**src/rtl/sdram_req_arbiter.sv**
```systemverilog
// Two-client round-robin arbiter serialising read/write commands
// to the SDRAM controller, one transaction in flight at a time.
module sdram_req_arbiter #(
  parameter int ROW_W   = 13,
  parameter int COL_W   = 9,
  parameter int DATA_W  = 8,
  parameter int TIMEOUT = 64
) (
  input  logic              clk,
  input  logic              rst_n,
  input  logic              a_req,
  input  logic              a_we,
  input  logic [ROW_W-1:0]  a_row,
  input  logic [COL_W-1:0]  a_col,
  input  logic [DATA_W-1:0] a_wdata,
  output logic              a_ack,
  output logic              a_err,
  output logic [DATA_W-1:0] a_rdata,
  input  logic              b_req,
  input  logic              b_we,
  input  logic [ROW_W-1:0]  b_row,
  input  logic [COL_W-1:0]  b_col,
  input  logic [DATA_W-1:0] b_wdata,
  output logic              b_ack,
  output logic              b_err,
  output logic [DATA_W-1:0] b_rdata,
  output logic              sd_rd_start,
  output logic              sd_wr_start,
  output logic [ROW_W-1:0]  sd_row,
  output logic [COL_W-1:0]  sd_col,
  output logic [DATA_W-1:0] sd_wdata,
  input  logic              sd_rd_valid,
  input  logic [DATA_W-1:0] sd_rd_data,
  input  logic              sd_wr_valid,
  output logic              busy,
  output logic [1:0]        grant
);

  localparam int TW = $clog2(TIMEOUT);
  localparam logic [TW-1:0] T_LAST = TW'(TIMEOUT - 2);

  typedef enum logic [1:0] {
    S_IDLE,
    S_ISSUE,
    S_WAIT,
    S_DONE
  } state_t;

  state_t            r_state;
  state_t            w_next;
  logic              r_last_b;
  logic [1:0]        r_grant;
  logic              r_we;
  logic [ROW_W-1:0]  r_row;
  logic [COL_W-1:0]  r_col;
  logic [DATA_W-1:0] r_wdata;
  logic [DATA_W-1:0] r_rdata;
  logic              r_err;
  logic [TW-1:0]     r_timer;

  logic w_any;
  logic w_pick_b;
  logic w_match;
  logic w_tout;

  assign w_any    = a_req | b_req;
  // B wins alone, or on a tie when A was the last winner
  assign w_pick_b = b_req & (~a_req | ~r_last_b);
  assign w_match  = r_we ? sd_wr_valid : sd_rd_valid;
  assign w_tout   = (r_timer == T_LAST);

  always_ff @(posedge clk or negedge rst_n) begin
    if (!rst_n) begin
      r_state <= S_IDLE;
    end else begin
      r_state <= w_next;
    end
  end

  always_comb begin
    w_next      = r_state;
    busy        = 1'b1;
    sd_rd_start = 1'b0;
    sd_wr_start = 1'b0;
    unique case (r_state)
      S_IDLE: begin
        busy = 1'b0;
        if (w_any) w_next = S_ISSUE;
      end
      S_ISSUE: begin
        sd_rd_start = ~r_we;
        sd_wr_start = r_we;
        w_next      = S_WAIT;
      end
      S_WAIT: begin
        if (w_match || w_tout) w_next = S_DONE;
      end
      S_DONE: begin
        w_next = S_IDLE;
      end
    endcase
  end

  always_ff @(posedge clk or negedge rst_n) begin
    if (!rst_n) begin
      r_last_b <= 1'b1;
      r_grant  <= '0;
      r_we     <= 1'b0;
      r_row    <= '0;
      r_col    <= '0;
      r_wdata  <= '0;
      r_rdata  <= '0;
      r_err    <= 1'b0;
      r_timer  <= '0;
    end else begin
      unique case (r_state)
        S_IDLE: begin
          if (w_any) begin
            r_grant <= {w_pick_b, ~w_pick_b};
            r_we    <= w_pick_b ? b_we    : a_we;
            r_row   <= w_pick_b ? b_row   : a_row;
            r_col   <= w_pick_b ? b_col   : a_col;
            r_wdata <= w_pick_b ? b_wdata : a_wdata;
            r_rdata <= '0;
            r_err   <= 1'b0;
          end
        end
        S_ISSUE: begin
          r_timer <= '0;
        end
        S_WAIT: begin
          // a matching valid beats a simultaneous timeout
          if (w_match) begin
            r_err <= 1'b0;
            if (!r_we) r_rdata <= sd_rd_data;
          end else if (w_tout) begin
            r_err <= 1'b1;
          end else begin
            r_timer <= r_timer + TW'(1);
          end
        end
        S_DONE: begin
          r_last_b <= r_grant[1];
          r_grant  <= '0;
        end
      endcase
    end
  end

  assign grant    = r_grant;
  assign sd_row   = r_row;
  assign sd_col   = r_col;
  assign sd_wdata = r_wdata;

  assign a_ack   = (r_state == S_DONE) & r_grant[0];
  assign b_ack   = (r_state == S_DONE) & r_grant[1];
  assign a_err   = a_ack & r_err;
  assign b_err   = b_ack & r_err;
  assign a_rdata = a_ack ? r_rdata : '0;
  assign b_rdata = b_ack ? r_rdata : '0;

endmodule

```
**config.mk**
```make
export PLATFORM = sky130hd
export DESIGN_NAME = sdram_req_arbiter
export DESIGN_NICKNAME = d
export VERILOG_FILES = /design/src/rtl/sdram_req_arbiter.sv
export SDC_FILE = /design/constraint.sdc
export NUM_CORES = 1
export LEC_CHECK = 0
export ABC_CLOCK_PERIOD_IN_PS = 2350
export BUFFER_PORTS_ARGS = -buffer_cell sky130_fd_sc_hd__buf_2
export CAP_MARGIN = 20
export CELL_PAD_IN_SITES_DETAIL_PLACEMENT = 0
export CELL_PAD_IN_SITES_GLOBAL_PLACEMENT = 2
export CORE_UTILIZATION = 25
export CTS_CLUSTER_SIZE = 16
export DETAILED_ROUTE_END_ITERATION = 8
export PLACE_DENSITY = 0.83
export SLEW_MARGIN = 20
export SYNTH_ARGS = -nofsm -noshare
export SYNTH_HDL_FRONTEND = slang
export SYNTH_SLANG_ARGS = --single-unit
```
**constraint.sdc**
```tcl
create_clock -name clk -period 2.35 [get_ports clk]
set_input_delay 0.235 -clock clk [delete_from_list [all_inputs] [get_ports clk]]
set_output_delay 0.235 -clock clk [all_outputs]
set_load 0.01 [all_outputs]
```
# ---- Word-level counts from Yosys, hierarchy flattened
# Index checks and enable logic that the tools add are counted.
dict set report op_classes {
  mul 0
  addsub 1
  n_shift 0
  eq_ne 11
  order_cmp 0
  mux 26
  div_mod_pow 0
  n_bitwise 11
  n_reduce_logical 11
}
# op count
set op_table {}
lappend op_table {{two-way mux 8 bit} 6}
lappend op_table {{case mux 8 bit (2 select lines)} 1}
lappend op_table {{two-way mux 13 bit} 1}
lappend op_table {{two-way mux 6 bit} 2}
lappend op_table {{inequality test 2 bit, second input constant} 6}
lappend op_table {{case mux 6 bit (2 select lines)} 1}
lappend op_table {{two-way mux 9 bit} 1}
lappend op_table {{two-way mux 1 bit} 8}
lappend op_table {{case mux 2 bit (4 select lines)} 1}
lappend op_table {{adder 6 x 1 -> 6 bit, second input constant} 1}
lappend op_table {{equality test 6 bit, second input constant} 1}
lappend op_table {{two-way mux 2 bit} 3}
lappend op_table {{AND reduction 2 bit} 3}
lappend op_table {{AND reduction 3 bit} 2}
lappend op_table {{nonzero test 2 bit} 3}
lappend op_table {{AND 1 bit} 5}
lappend op_table {{equality test 2 bit, second input constant} 2}
lappend op_table {{inverter 1 bit} 4}
lappend op_table {{case mux 2 bit (2 select lines)} 1}
lappend op_table {{AND reduction 4 bit} 1}
lappend op_table {{inequality test 3 bit, second input constant} 1}
lappend op_table {{equality test 2 x 1 -> 1 bit, second input constant} 1}
lappend op_table {{logical NOT 2 bit} 1}
lappend op_table {{bitwise OR 1 bit} 2}
lappend op_table {{2 further kinds} 2}
dict set report totals {
  n_memories 0
  ram_bits 0
  rom_bits 0
  latch_bits 0
  ff_bits 51
}

# ---- Logic depth before layout (Yosys ltp)
dict set report depth {
  word_depth 6
  ltp_mapped 7
  mapped_depth_nobuf 6
}

# ---- Worst setup path before layout
# No wires, ideal clock.
dict set report synth_timing {
  path_type {flip-flop to flip-flop}
  start {register r_state[0]}
  end {register r_state[1]}
  path_stages_with_launch 6
  setup_ps 127
  path_buffers 0
  setup_slack_ps 651
  t_arrival_ps 1572
  path_cell_list {dfrtp_1 -> inv_1 -> ha_1 -> nor3b_2 -> nand2b_1 -> mux2_1}
}
dict set report synth_via {
  elab_chain_cells 3
  elab_cells_between_ends 8
  cone_classes {eq/ne (5); mux (1); reduce/logical (2)}
}
# element line
set synth_lines {}
lappend synth_lines {{start, declared} 49} ;# state_t r_state;
lappend synth_lines {{start signal, assigned} 76} ;# r_state <= w_next;
lappend synth_lines {{equality test 2 bit / logical NOT 2 bit (equally long branches)} 85} ;# unique case (r_state)
lappend synth_lines {{inequality test 2 bit (no line)} -}
lappend synth_lines {{AND reduction 2 bit (no line)} -}
# Parallel ways exist; a longest one is shown, timed or not.
# A chain may end at the register's enable or synchronous reset.

# ---- Worst setup path in the final report
dict set report layout_timing {
  start {register r_state[1]}
  end {register r_state[1]}
}
# The elaborated chain is that of the path after synthesis.

==> results.py <==
metrics = {
    "cells_and_area": {
        "syn_to_final_growth_pct": 36.9,
        "num-fill-cells": 1020,
        "layout_common_cells": "130 x buf_2, 50 x dfrtp_1, 37 x inv_1, 31 x a222oi_1, 18 x and3_1",
        "final_common_cell": "buf_2",
        "drive_gt1_frac": 0.432,
        "final_nets": 435,
        "antennaDiodeCount": 0,
    },
    "logic_synthesis": {
        "synth_area_leaders": "dfrtp_1 52%, a222oi_1 13%, inv_1 5.8%, and3_1 4.7%, ha_1 3.1%",
        "synth-main-ff-cell": "dfrtp_1",
        "syn-num-nets": 305,
        "ys_types": 31,
        "synth_edf_count": 0,
        "async_reset_ff_frac": 1.00,
        "ys_seq_elements": 51,
        "syn_area_per_cell_sq_um": 10.8,
        "yosys_warnings": 0,
        "ys_seq_area_frac": 0.529,
        "netlist_area_sq_mm": 0.00241,
        "synth_largest_area_cell": "dfrtp_1",
        "postSynthCellCount": 223,
        "post-synth-top-area-fraction": 0.518,
    },
    "critical_path": {
        "path_max_fanout": 6,
        "crit_path_end_kind": "flop",
        "crit_type": "reg2reg",
        "worst_ep_required_time_ns": 2.53,
        "start_kind": "flop",
        "crit_chain": "inv_1 > ha_1 > nor3b_2 > nand2b_1 > mux2_1",
        "max_stage_delay_ns": 0.48,
        "crit_arrival_ns": 2.07,
        "cp_slowest_cell": "nor3b_2",
    },
    "detailed_routing": {
        "drt-total-wl_microns": 6530,
        "wl_per_cell_microns": 13.6,
        "via_count": 2241,
        "ant_nets": 0,
        "viasPerCell": 4.66,
        "drc": 0,
        "drtPass1Iterations": 7,
        "drtIter0Drc": 216,
    },
    "floorplanning": {
        "core_sq_mm": 0.00928,
        "core.rowCount": 35,
        "die_y_microns": 100,
        "die-area_sq_mm": 0.0101,
        "initial_core_util": 0.260,
        "io_pins": 131,
        "die_x_microns": 100,
    },
    "global_routing": {
        "track_usage": 0.133,
        "grt_antenna_before_repair": 0,
        "use_met3": 0.0292,
        "grt_max_degree": 24,
        "grt_pass1_vias": 2175,
        "grt-ovfl-total": 0,
        "grt_pass1_wl_microns": 10600,
        "top_usage_layer": "met2",
        "gr-usage-met1": 0.181,
        "met2_usage": 0.217,
    },
    "sta": {
        "slew_viol_final": 0,
        "setup_ws_ns": 0.464,
        "setup_viol": 0,
        "finalSetupTns_ns": 0,
        "slew_headroom": 0.596,
        "rsz0062_at_grt": "false",
        "finClkSkew_ns": 0.00645,
        "fin_crit_sh": 0.803,
        "hold_viol_final": 0,
        "max_freq_mhz": 530,
        "fin_crit_ns": 1.89,
        "worst_slew_pin_slew_ns": 0.606,
    },
    "job": {
        "max_cap_violations": 0,
    },
    "clocking": {
        "cts_tree": "yes",
        "clockRootBuffer": "clkbuf_8",
        "htreeDepth": 2,
        "cts_buffers": 5,
        "postCtsSetupRepairBufs": 0,
        "path_clk_slew_ns": 0.09,
        "clk_latency_ns": 0.29,
        "clock_path_buffers": 2,
        "clock-sinks": 51,
    },
    "placed_design": {
        "place_ws_ns": 0.429,
        "hpwl_microns": 4990,
        "io_buffers": 130,
        "gp_congestion": 0.728,
    },
    "power": {
        "power.density_mw_per_mm2": 1110,
        "peakVddDrop_uv": 363,
        "power.leakage_nw": 1.90,
    },
    "worst_hold_path": {
        "hold_path.class": "in2reg",
    },
    "run_status": {
        "status": "completed",
    },
}
[registers in the layout (all words and copies together) (netlist names)]
| signal | cells |
|---|---|
| r_timer | 6 |
| r_we | 1 |
| sd_col | 9 |
| sd_row | 13 |
| r_state | 2 |
| grant | 2 |
| r_rdata | 8 |
| r_err | 1 |
| r_last_b | 1 |
| sd_wdata | 8 |
[routing by layer]
metal,wire length (microns),vias up
li1,-,1080
met1,2930,1067
met2,3190,89
met3,379,5
met4,34,0
met5,0,-
[metrics by stage]
stage	power, mW	cells	hold slack (ns)	area, sq um	utilization
after floorplan	2.61	223	-0.0606	2410	-
after global placement	3.23	474	0.227	3220	0.347
after detailed placement	3.27	474	0.230	3220	0.347
final	3.68	481	0.158	3310	0.356
after CTS	3.75	481	0.143	3310	0.356
after global routing	4.07	481	0.140	3310	0.356
[repair_timing]
| action | 4_1_cts | 5_1_grt |
|---|---|---|
| hold endpoints to repair | 20 | 0 |
| hold buffers | 1 | 0 |
| resized for setup | 0 | 0 |
[synth_stat cells, types with 3 or more instances]
cell      number
and2_1         3
a222oi_1      31
nand2b_1       4
buf_2          5
nor2_1         5
and3_1        18
o31ai_1        3
dfrtp_1       50
ha_1           6
nand2_1        9
nand3_1        7
inv_1         37
a22o_1         7
a21oi_1        5
clkbuf_1      10
o21ai_1        5
o211ai_1       4
[final timing paths]
kind / cells after the start / from / endpoint / slack [ns]
max in group asynchronous: 3 / rst_n / r_last_b / 1.26
min: 2 / sd_rd_data[1] / r_rdata[1] / 0.16
max: 5 / r_state[1] / r_state[1] / 0.46
max reg2reg: 5 / r_state[1] / r_state[1] / 0.46
min reg2reg: 1 / r_timer[4] / r_timer[4] / 0.49
min in group asynchronous: 2 / rst_n / r_timer[1] / 0.43
[kinds of logic (layout without fill, tap and decap cells)]
logic type      after synthesis  in the layout  synth area share
compound gates               59             59             0.214
buf+inv                      53            182            0.0881
simple gates                 52             52             0.124
flops                        51             51             0.529
fa+ha+maj                     6              6            0.0311
mux                           2              2            0.0140
[layout make-up]
cell class / instances / area, sq um / area share
well taps: 129 / 161 / 0.0488
repair buffers: 139 / 721 / 0.218
inverters: 37 / 139 / 0.0420
flip-flops and latches: 51 / 1280 / 0.386
clock buffers: 6 / 72.6 / 0.0219
multi-input cells: 119 / 936 / 0.283
[power breakdown]
| group | total [mW] | leakage, nW | switching, mW | internal (mW) |
|---|---|---|---|---|
| logic | 1.67 | 1.21 | 0.937 | 0.737 |
| clock network | 0.462 | 0.0371 | 0.262 | 0.199 |
| registers | 1.55 | 0.649 | 0.289 | 1.26 |
| total | 3.68 | 1.90 | 1.49 | 2.20 |
[critical path: cells and delay by family (launching register included)]
kind / cells / cell delay, ns
simple gates: 2 / 0.68
flops: 1 / 0.42
mux: 1 / 0.32
fa+ha+maj: 1 / 0.25
buf+inv: 1 / 0.10
No activity file was read; power rests on OpenSTA's default activity.
